### config.mk
export PLATFORM = sky130hd
export DESIGN_NAME = axi_aw_rr_allocator
export DESIGN_NICKNAME = d
export VERILOG_FILES = /design/src/rtl/axi_aw_rr_allocator.sv
export SDC_FILE = /design/constraint.sdc
export NUM_CORES = 1
export LEC_CHECK = 0
export ABC_AREA = 1
export CAP_MARGIN = 10
export CORE_AREA = 10 10 221 223
export CTS_BUF_LIST = sky130_fd_sc_hd__clkbuf_4
export DETAILED_ROUTE_END_ITERATION = 8
export DIE_AREA = 0 0 231 233
export HOLD_SLACK_MARGIN = 0.03
export PLACE_DENSITY = 0.52
export SETUP_SLACK_MARGIN = 0.02
export SYNTH_ARGS = -nofsm -noshare
export SYNTH_HDL_FRONTEND = slang
export SYNTH_SLANG_ARGS = --single-unit
### constraint.sdc
create_clock -name clk -period 3.95 [get_ports clk]
set_input_delay 0.79 -clock clk [delete_from_list [all_inputs] [get_ports clk]]
set_output_delay 0.79 -clock clk [all_outputs]
set_load 0.05 [all_outputs]
### src/rtl/axi_aw_rr_allocator.sv
// AW-channel round-robin allocator for one master port. Each accepted beat pushes its winner ID into the W-channel ID FIFO.
// Define AXI_AW_QOS_ARB_EN to restrict arbitration to the highest-qos valid requesters.
module axi_aw_rr_allocator #(
  parameter int unsigned AXI_ADDRESS_W = 32,
  parameter int unsigned AXI_ID_W      = 4,
  parameter int unsigned AXI_USER_W    = 6,
  parameter int unsigned N_TARG_PORT   = 7,
  parameter int unsigned LOG_N_TARG    = $clog2(N_TARG_PORT),
  parameter int unsigned AW_ATTR_W     = 21
) (
  input  logic                                 clk,
  input  logic                                 rst,
  input  logic [N_TARG_PORT*AXI_ID_W-1:0]      awid_i,
  input  logic [N_TARG_PORT*AXI_ADDRESS_W-1:0] awaddr_i,
  input  logic [N_TARG_PORT*8-1:0]             awlen_i,
  input  logic [N_TARG_PORT*AW_ATTR_W-1:0]     awattr_i,
  input  logic [N_TARG_PORT*AXI_USER_W-1:0]    awuser_i,
  input  logic [N_TARG_PORT-1:0]               awvalid_i,
  output logic [N_TARG_PORT-1:0]               awready_o,
  output logic [AXI_ID_W-1:0]                  awid_o,
  output logic [AXI_ADDRESS_W-1:0]             awaddr_o,
  output logic [7:0]                           awlen_o,
  output logic [AW_ATTR_W-1:0]                 awattr_o,
  output logic [AXI_USER_W-1:0]                awuser_o,
  output logic                                 awvalid_o,
  input  logic                                 awready_i,
  output logic                                 push_ID_o,
  output logic [LOG_N_TARG+N_TARG_PORT-1:0]    ID_o,
  input  logic                                 grant_FIFO_ID_i
);

  localparam int unsigned QOS_W = 4;

  typedef enum logic {IDLE, HOLD} state_t;

  state_t                  state, state_nxt;
  logic [LOG_N_TARG-1:0]   rr_ptr, rr_ptr_nxt;
  logic [LOG_N_TARG-1:0]   lock_idx, lock_idx_nxt;
  logic [N_TARG_PORT-1:0]  eligible;
  logic                    found;
  logic [LOG_N_TARG-1:0]   win_idx;
  logic                    sel_valid;
  logic [LOG_N_TARG-1:0]   sel_idx;
  logic [N_TARG_PORT-1:0]  sel_onehot;

  function automatic logic [LOG_N_TARG-1:0] ptr_after(input logic [LOG_N_TARG-1:0] idx);
    return (idx == LOG_N_TARG'(N_TARG_PORT - 1)) ? '0 : idx + LOG_N_TARG'(1);
  endfunction

  // Round-robin search from rr_ptr over the eligible requesters
  always_comb begin
    int cand;
    eligible = awvalid_i;
`ifdef AXI_AW_QOS_ARB_EN
    begin
      logic [QOS_W-1:0] max_qos;
      max_qos = '0;
      for (int i = 0; i < int'(N_TARG_PORT); i++) begin
        if (awvalid_i[i] && (awattr_i[i*AW_ATTR_W +: QOS_W] > max_qos))
          max_qos = awattr_i[i*AW_ATTR_W +: QOS_W];
      end
      for (int i = 0; i < int'(N_TARG_PORT); i++)
        eligible[i] = awvalid_i[i] && (awattr_i[i*AW_ATTR_W +: QOS_W] == max_qos);
    end
`endif
    found   = 1'b0;
    win_idx = '0;
    for (int k = 0; k < int'(N_TARG_PORT); k++) begin
      cand = int'(rr_ptr) + k;
      if (cand >= int'(N_TARG_PORT)) cand = cand - int'(N_TARG_PORT);
      if (!found && eligible[LOG_N_TARG'(cand)]) begin
        found   = 1'b1;
        win_idx = LOG_N_TARG'(cand);
      end
    end
  end

  // FSM next state; HOLD pins the selection to lock_idx until downstream accepts
  always_comb begin
    state_nxt    = state;
    rr_ptr_nxt   = rr_ptr;
    lock_idx_nxt = lock_idx;
    sel_valid    = 1'b0;
    sel_idx      = '0;
    if (!rst) begin
      case (state)
        IDLE: begin
          if (grant_FIFO_ID_i && found) begin
            sel_valid = 1'b1;
            sel_idx   = win_idx;
            if (awready_i) begin
              rr_ptr_nxt = ptr_after(win_idx);
            end else begin
              lock_idx_nxt = win_idx;
              state_nxt    = HOLD;
            end
          end
        end
        HOLD: begin
          sel_valid = 1'b1;
          sel_idx   = lock_idx;
          if (awready_i) begin
            rr_ptr_nxt = ptr_after(lock_idx);
            state_nxt  = IDLE;
          end
        end
        default: state_nxt = IDLE;
      endcase
    end
  end

  // Payload mux; everything reads zero when nothing is presented
  always_comb begin
    sel_onehot = '0;
    awid_o     = '0;
    awaddr_o   = '0;
    awlen_o    = '0;
    awattr_o   = '0;
    awuser_o   = '0;
    for (int i = 0; i < int'(N_TARG_PORT); i++) begin
      if (sel_valid && (sel_idx == LOG_N_TARG'(i))) begin
        sel_onehot[i] = 1'b1;
        awid_o        = awid_i[i*AXI_ID_W +: AXI_ID_W];
        awaddr_o      = awaddr_i[i*AXI_ADDRESS_W +: AXI_ADDRESS_W];
        awlen_o       = awlen_i[i*8 +: 8];
        awattr_o      = awattr_i[i*AW_ATTR_W +: AW_ATTR_W];
        awuser_o      = awuser_i[i*AXI_USER_W +: AXI_USER_W];
      end
    end
  end

  assign awvalid_o = sel_valid;
  assign push_ID_o = sel_valid & awready_i;
  assign awready_o = push_ID_o ? sel_onehot : '0;
  assign ID_o      = {sel_idx, sel_onehot};

  always_ff @(posedge clk) begin
    if (rst) begin
      state    <= IDLE;
      rr_ptr   <= '0;
      lock_idx <= '0;
    end else begin
      state    <= state_nxt;
      rr_ptr   <= rr_ptr_nxt;
      lock_idx <= lock_idx_nxt;
    end
  end

endmodule

# Yosys cells after proc, flatten, opt, wreduce, memory -nomap -nowiden
# Cells that the tools add are included.
# Widths: inputs -> output; s select.
[totals]
ff_bits = 7
inputBits = 508
out_inout_bits = 90
elab_cells = 169
[op_classes]
add_sub_neg = 15
n_lt_le_gt_ge = 14
eq_ne = 11
muxes = 100
bitwise_logic = 3
reduce_logical = 23
[ops]
columns = ["operator", "count"]
rows = [
  ["$mux 32", 7],
  ["$mux 21", 7],
  ["$mux 3", 21],
  ["$mux 8", 7],
  ["$mux 6", 7],
  ["$lt 3x5->1 const B", 7],
  ["$mux 1", 32],
  ["$mux 4", 7],
  ["$ge 4x3->1 const B", 6],
  ["$bmux 1 s3", 7],
  ["$sub 3x3->3 const B", 7],
  ["$eq 3x3->1 const B", 5],
  ["$logic_and 1x1->1", 14],
  ["$add 3x3->4 const B", 3],
  ["$pmux 3 s2", 2],
  ["$add 3x2->4 const B", 2],
  ["$mux 7", 1],
  ["$add 3x1->3 const B", 2],
  ["$eq 3x2->1 const B", 2],
  ["$logic_not 1->1", 6],
  ["$ne 2x2->1 const B", 3],
  ["$reduce_and 3->1", 2],
  ["$add 3x1->4 const B", 1],
  ["$pmux 1 s2", 2],
  ["other kinds (5)", 6],
]

# Longest topological paths before layout
[depth]
word_depth = 37
depth_mapped = 29
depth_no_buf = 26

# Least setup slack after synthesis
# No wires, ideal clock.
[synth_timing]
kind = "register to output"
from = "register rr_ptr[1]"
to = "output port awready_o[1]"
t_arrival_ps = 4438
t_required_ps = 3160
setup_slack_ps = -1278
stages_incl_launch_ff = 22
path_cell_list = "dfxtp_1 > inv_1 > ha_1 > inv_1 > fa_1 > inv_1 > nand2_1 > nand2_1 > nand3_1 > nand3_1 > and2_1 > buf_6 > nor2_8 > nand2_1 > nor2_2 > nand3_1 > nand2_1 > nand2_2 > nand2_1 > nor2_1 > inv_1 > nor3_1"
[synth_via]
elab_cells_between_ends = 86
classes_between = "add/sub (13); order compare (7); eq/ne (1); mux (50); bitwise (1); reduce/logical (14)"
[synth_lines]
columns = ["item", "line", "source"]
rows = [
  ["from (decl)", "37", "logic [LOG_N_TARG-1:0] rr_ptr, rr_ptr_nxt;"],
  ["from (signal assigned)", "144", "rr_ptr <= rr_ptr_nxt;"],
  ["branches (longest 23 deep; another with $add 3x1->4)", "n/a", ""],
  ["$mux 1 *", "71", "if (!found && eligible[LOG_N_TARG'(cand)]) begin"],
  ["$logic_and 1x1->1 *", "88", "if (grant_FIFO_ID_i && found) begin"],
  ["$mux 1 *", "88", ""],
  ["$pmux 1 s2 *", "86", "case (state)"],
  ["$mux 1 *", "85", "if (!rst) begin"],
  ["$and 1x1->1 *", "133", "assign push_ID_o = sel_valid & awready_i;"],
  ["net push_ID_o", "27", "output logic push_ID_o,"],
  ["$mux 7 *", "134", "assign awready_o = push_ID_o ? sel_onehot : '0;"],
  ["to (decl)", "19", "output logic [N_TARG_PORT-1:0] awready_o,"],
]
# Mark *: on every way through the listed nets, which the timed path passes. The select of a mux whose other input is x is not followed.

# Worst setup path after layout
[layout_timing]
from = "register rr_ptr[0]"
to = "output port awaddr_o[16]"
[layout_via]
elab_chain_len = 37
elab_cells_between_ends = 102
classes_between = "add/sub (13); order compare (7); eq/ne (6); mux (55); reduce/logical (21)"
[layout_lines]
columns = ["item", "line", "source"]
rows = [
  ["branches (longest 36 deep; another with $add 3x1->4)", "n/a", ""],
  ["$mux 32 *", "121", "if (sel_valid && (sel_idx == LOG_N_TARG'(i))) begin"],
  ["to (decl)", "21", "output logic [AXI_ADDRESS_W-1:0] awaddr_o,"],
]
# Every way passes the cells marked *. The select of a mux whose other input is x is not followed.

==> results.sh <==
export IMPL_status="finished, violations left"
export IMPL_violations="setup timing"
export IMPL_start_kind="flip-flop"
export IMPL_grt_max_degree=29
export IMPL_reg2reg_depth=35
export IMPL_io_buffers=597
export IMPL_areaGrowthSynthToFinish_pct=199
export IMPL_critPathCaptureType="output pin"
export IMPL_hold_viol_final=0
export IMPL_cts_tree="yes"
export IMPL_fin_ws_ns=-1.01
export IMPL_synth_adder_area_share_pct=2.81
export IMPL_rows=77
export IMPL_clockBufferDepth=2
export IMPL_firstDrtPassIters=5
export IMPL_syn_area_per_cell_sq_um=4.95
export IMPL_initial_utilization_pct=13.7
export IMPL_synth_top_area_cell="nand4_1"
export IMPL_vias=12300
export IMPL_nNetsFinal=2552
export IMPL_cpMostUsedCell="nand2_4"
export IMPL_yosys_area_share_simple_pct=74.3
export IMPL_synth_top_family_by_area="simple AND/OR/NAND/NOR gates"
export IMPL_synth_xor_area_share_pct=0
export IMPL_ys_flop_type="dfxtp_1"
export IMPL_hp_class="flip-flop to flip-flop"
export IMPL_ys_seq_elements=7
export IMPL_drt_iter0_markers=848
export IMPL_syn_num_nets=1746
export IMPL_layout_min_cycle_time_ns=4.96
export IMPL_async_reset_ff_share_pct=0
export IMPL_finalSetupViolations=90
export IMPL_multi_input_area_sq_um=6040
export IMPL_synth_area_sq_um=6060
export IMPL_worst_pin_slew_ns=0.577
export IMPL_cts_buffers=3
export IMPL_ir_drop_mv=0.569
export IMPL_muxShareOfSynthArea_pct=0.165
export IMPL_cpMaxStageDelayCell="fa_2"
export IMPL_final_antenna_net_count=0
export IMPL_die_area_sq_um=53800
export IMPL_min_delay_start="lock_idx[2]"
export IMPL_p_total_mw=12.8
export IMPL_synth_most_common_cell="nand2_1"
export IMPL_crit_fanout=7
export IMPL_fillCellCount=4574
export IMPL_grt_pass1_vias=12500
export IMPL_synth_enable_flop_cells=0
export IMPL_clock_fmax_mhz=202
export IMPL_crit_type="flip-flop to output pin"
export IMPL_yosysSeqAreaShare_pct=2.31
export IMPL_core_sq_um=44100
export IMPL_clock_skew_ns=0.000540
export IMPL_final_seq_area_sq_um=149
export IMPL_synth_top_area_share_pct=22.8
export IMPL_via_per_inst=4.67
export IMPL_antenna_found_initial=10
export IMPL_leakage_nw=7.80
export IMPL_clk_pin_slew_ns=0.06
export IMPL_wl_per_cell_um=25.0
export IMPL_synth_area_leaders="nand4_1 23%, nand2_1 20%, nand3_1 16%"
export IMPL_drt_wl_total_mm=65.6
export IMPL_slew_limit_headroom_pct=61.2
export IMPL_cts_max_level=1
export IMPL_reg2reg_from="rr_ptr[0]"
export IMPL_final_util_pct=41.1
export IMPL_io_pins=598
export IMPL_grt_util_all_layers_pct=22.1
export IMPL_yosys_cell_types_count=35
export IMPL_synth_common_cells="323 x nand2_1, 221 x nand4_1, 189 x nand3_1"
export IMPL_clock_sinks=7
export IMPL_postCtsHoldBufs=0
export IMPL_worstReg2RegEnd="rr_ptr[1]"
export IMPL_die_height_um=233
export IMPL_cpPeakStageDelay_ns=0.41
export IMPL_min_path_cells=2
export IMPL_drc=0
export IMPL_min_to="lock_idx[2]"
export IMPL_place_hpwl_mm=51.5
export IMPL_p_per_area_nw_per_um2=708
export IMPL_pre_cts_ws_ns=-1.19
export IMPL_period_share_pct=126
export IMPL_yosysWarnings=0
export IMPL_die_w_um=231
export IMPL_cts_root_buf="clkbuf_4"
export IMPL_clk_latency_ns=0.26
export IMPL_drive_above_1_share_pct=31.8
export IMPL_overflow=0
export IMPL_finalMaxSlewViolations=0
export IMPL_r2r_slack_ns=-0.94
export IMPL_synth_compound_area_share_pct=3.90
export IMPL_required_ns=3.16
export IMPL_place_congestion=0.925
export IMPL_rsz0062_at_grt="true"
export IMPL_grt_pass1_wl_mm=88.8
export IMPL_arrival_ns=4.17
export IMPL_syn_inst=1225
export IMPL_maxCapViolations=0
-- through the flow --
stage	instances	cell area (sq um)	hold WS, ns	TNS, ns
final	2627	18100	0.583	-76.01
after global routing	2625	18100	0.630	-94.83
after CTS	2599	17100	0.578	-73.00
after detailed placement	2504	15200	0.564	-78.48
after global placement	2504	15200	0.548	-76.23
after floorplan	1225	6400	0.527	-24.19
-- repair_timing --
| item | 4_1_cts | 5_1_grt |
|---|---|---|
| gates resized for setup | 222 | 186 |
| pin swaps | 94 | 143 |
| setup endpoints to repair | 90 | 92 |
| setup buffers | 77 | 24 |
| hold endpoints to repair | 0 | 0 |
| gates cloned | 15 | 12 |
-- cells by family (layout without fill, tap and decap cells) --
logic type / Yosys count / count (layout)
AOI/OAI and AO/OA: 41 / 41
adders and majority gates: 13 / 13
buffers and inverters: 216 / 1021
DFF: 7 / 7
muxes: 1 / 1
other: 0 / 5
and+or+nand+nor: 947 / 947
-- per-layer routing --
layer | track usage (%) | vias to the layer above | share of wire (%)
met5 | 0 | - | 0.12
met4 | 2.88 | 10 | 1.7
met3 | 5.55 | 60 | 8.0
met2 | 40.1 | 557 | 50
met1 | 26.2 | 5817 | 40
li1 | - | 5825 | -
-- worst max-delay path: cells and delay by family, from the launching register on --
| kind | cells | cell delay (ns) |
|---|---|---|
| and+or+nand+nor | 19 | 2.05 |
| buffers and inverters | 8 | 0.92 |
| adders and majority gates | 2 | 0.53 |
| DFF | 1 | 0.37 |
-- cell type report --
class	instances	area share, %
Antenna cell	5	0.0691
Clock buffer	4	0.166
Inverter	123	2.83
Multi-Input combinational cell	1002	33.3
Sequential cell	7	0.822
Tap cell	592	4.09
Timing Repair Buffer	894	58.7
-- how the worst max path moves through the flow --
stage,startpoint,cells after the start,end
floorplan,rr_ptr[1],28,awaddr_o[0]
global placement,awvalid_i[5],25,awaddr_o[16]
detailed placement,awvalid_i[6],24,awaddr_o[16]
CTS,rr_ptr[0],27,awaddr_o[16]
global route,rr_ptr[0],25,awaddr_o[16]
finish,rr_ptr[0],29,awaddr_o[16]
-- power breakdown --
part / total, mW / switching [mW] / internal, mW
clock: 0.0790 / 0.0332 / 0.0459
sequential: 0.108 / 0.0196 / 0.0884
combinational: 12.6 / 6.70 / 5.95
total: 12.8 / 6.75 / 6.08
-- sequential cells by signal, summed over array words and instances, names as in the netlist --
signal    count
lock_idx      3
rr_ptr        3
state         1
-- placed cells by master, fill, tap and decap left out, types with 67 or more instances in the layout --
cell | netlist | final
clkdlybuf4s50_1 | 0 | 507
nand2_1 | 323 | 265
nand4_1 | 221 | 221
buf_12 | 0 | 139
buf_4 | 16 | 128
nor2_1 | 177 | 124
nand3_1 | 189 | 115
inv_1 | 116 | 108
nand3_2 | 2 | 67
buf_6 | 6 | 67
No activity file was read; power rests on OpenSTA's default activity.
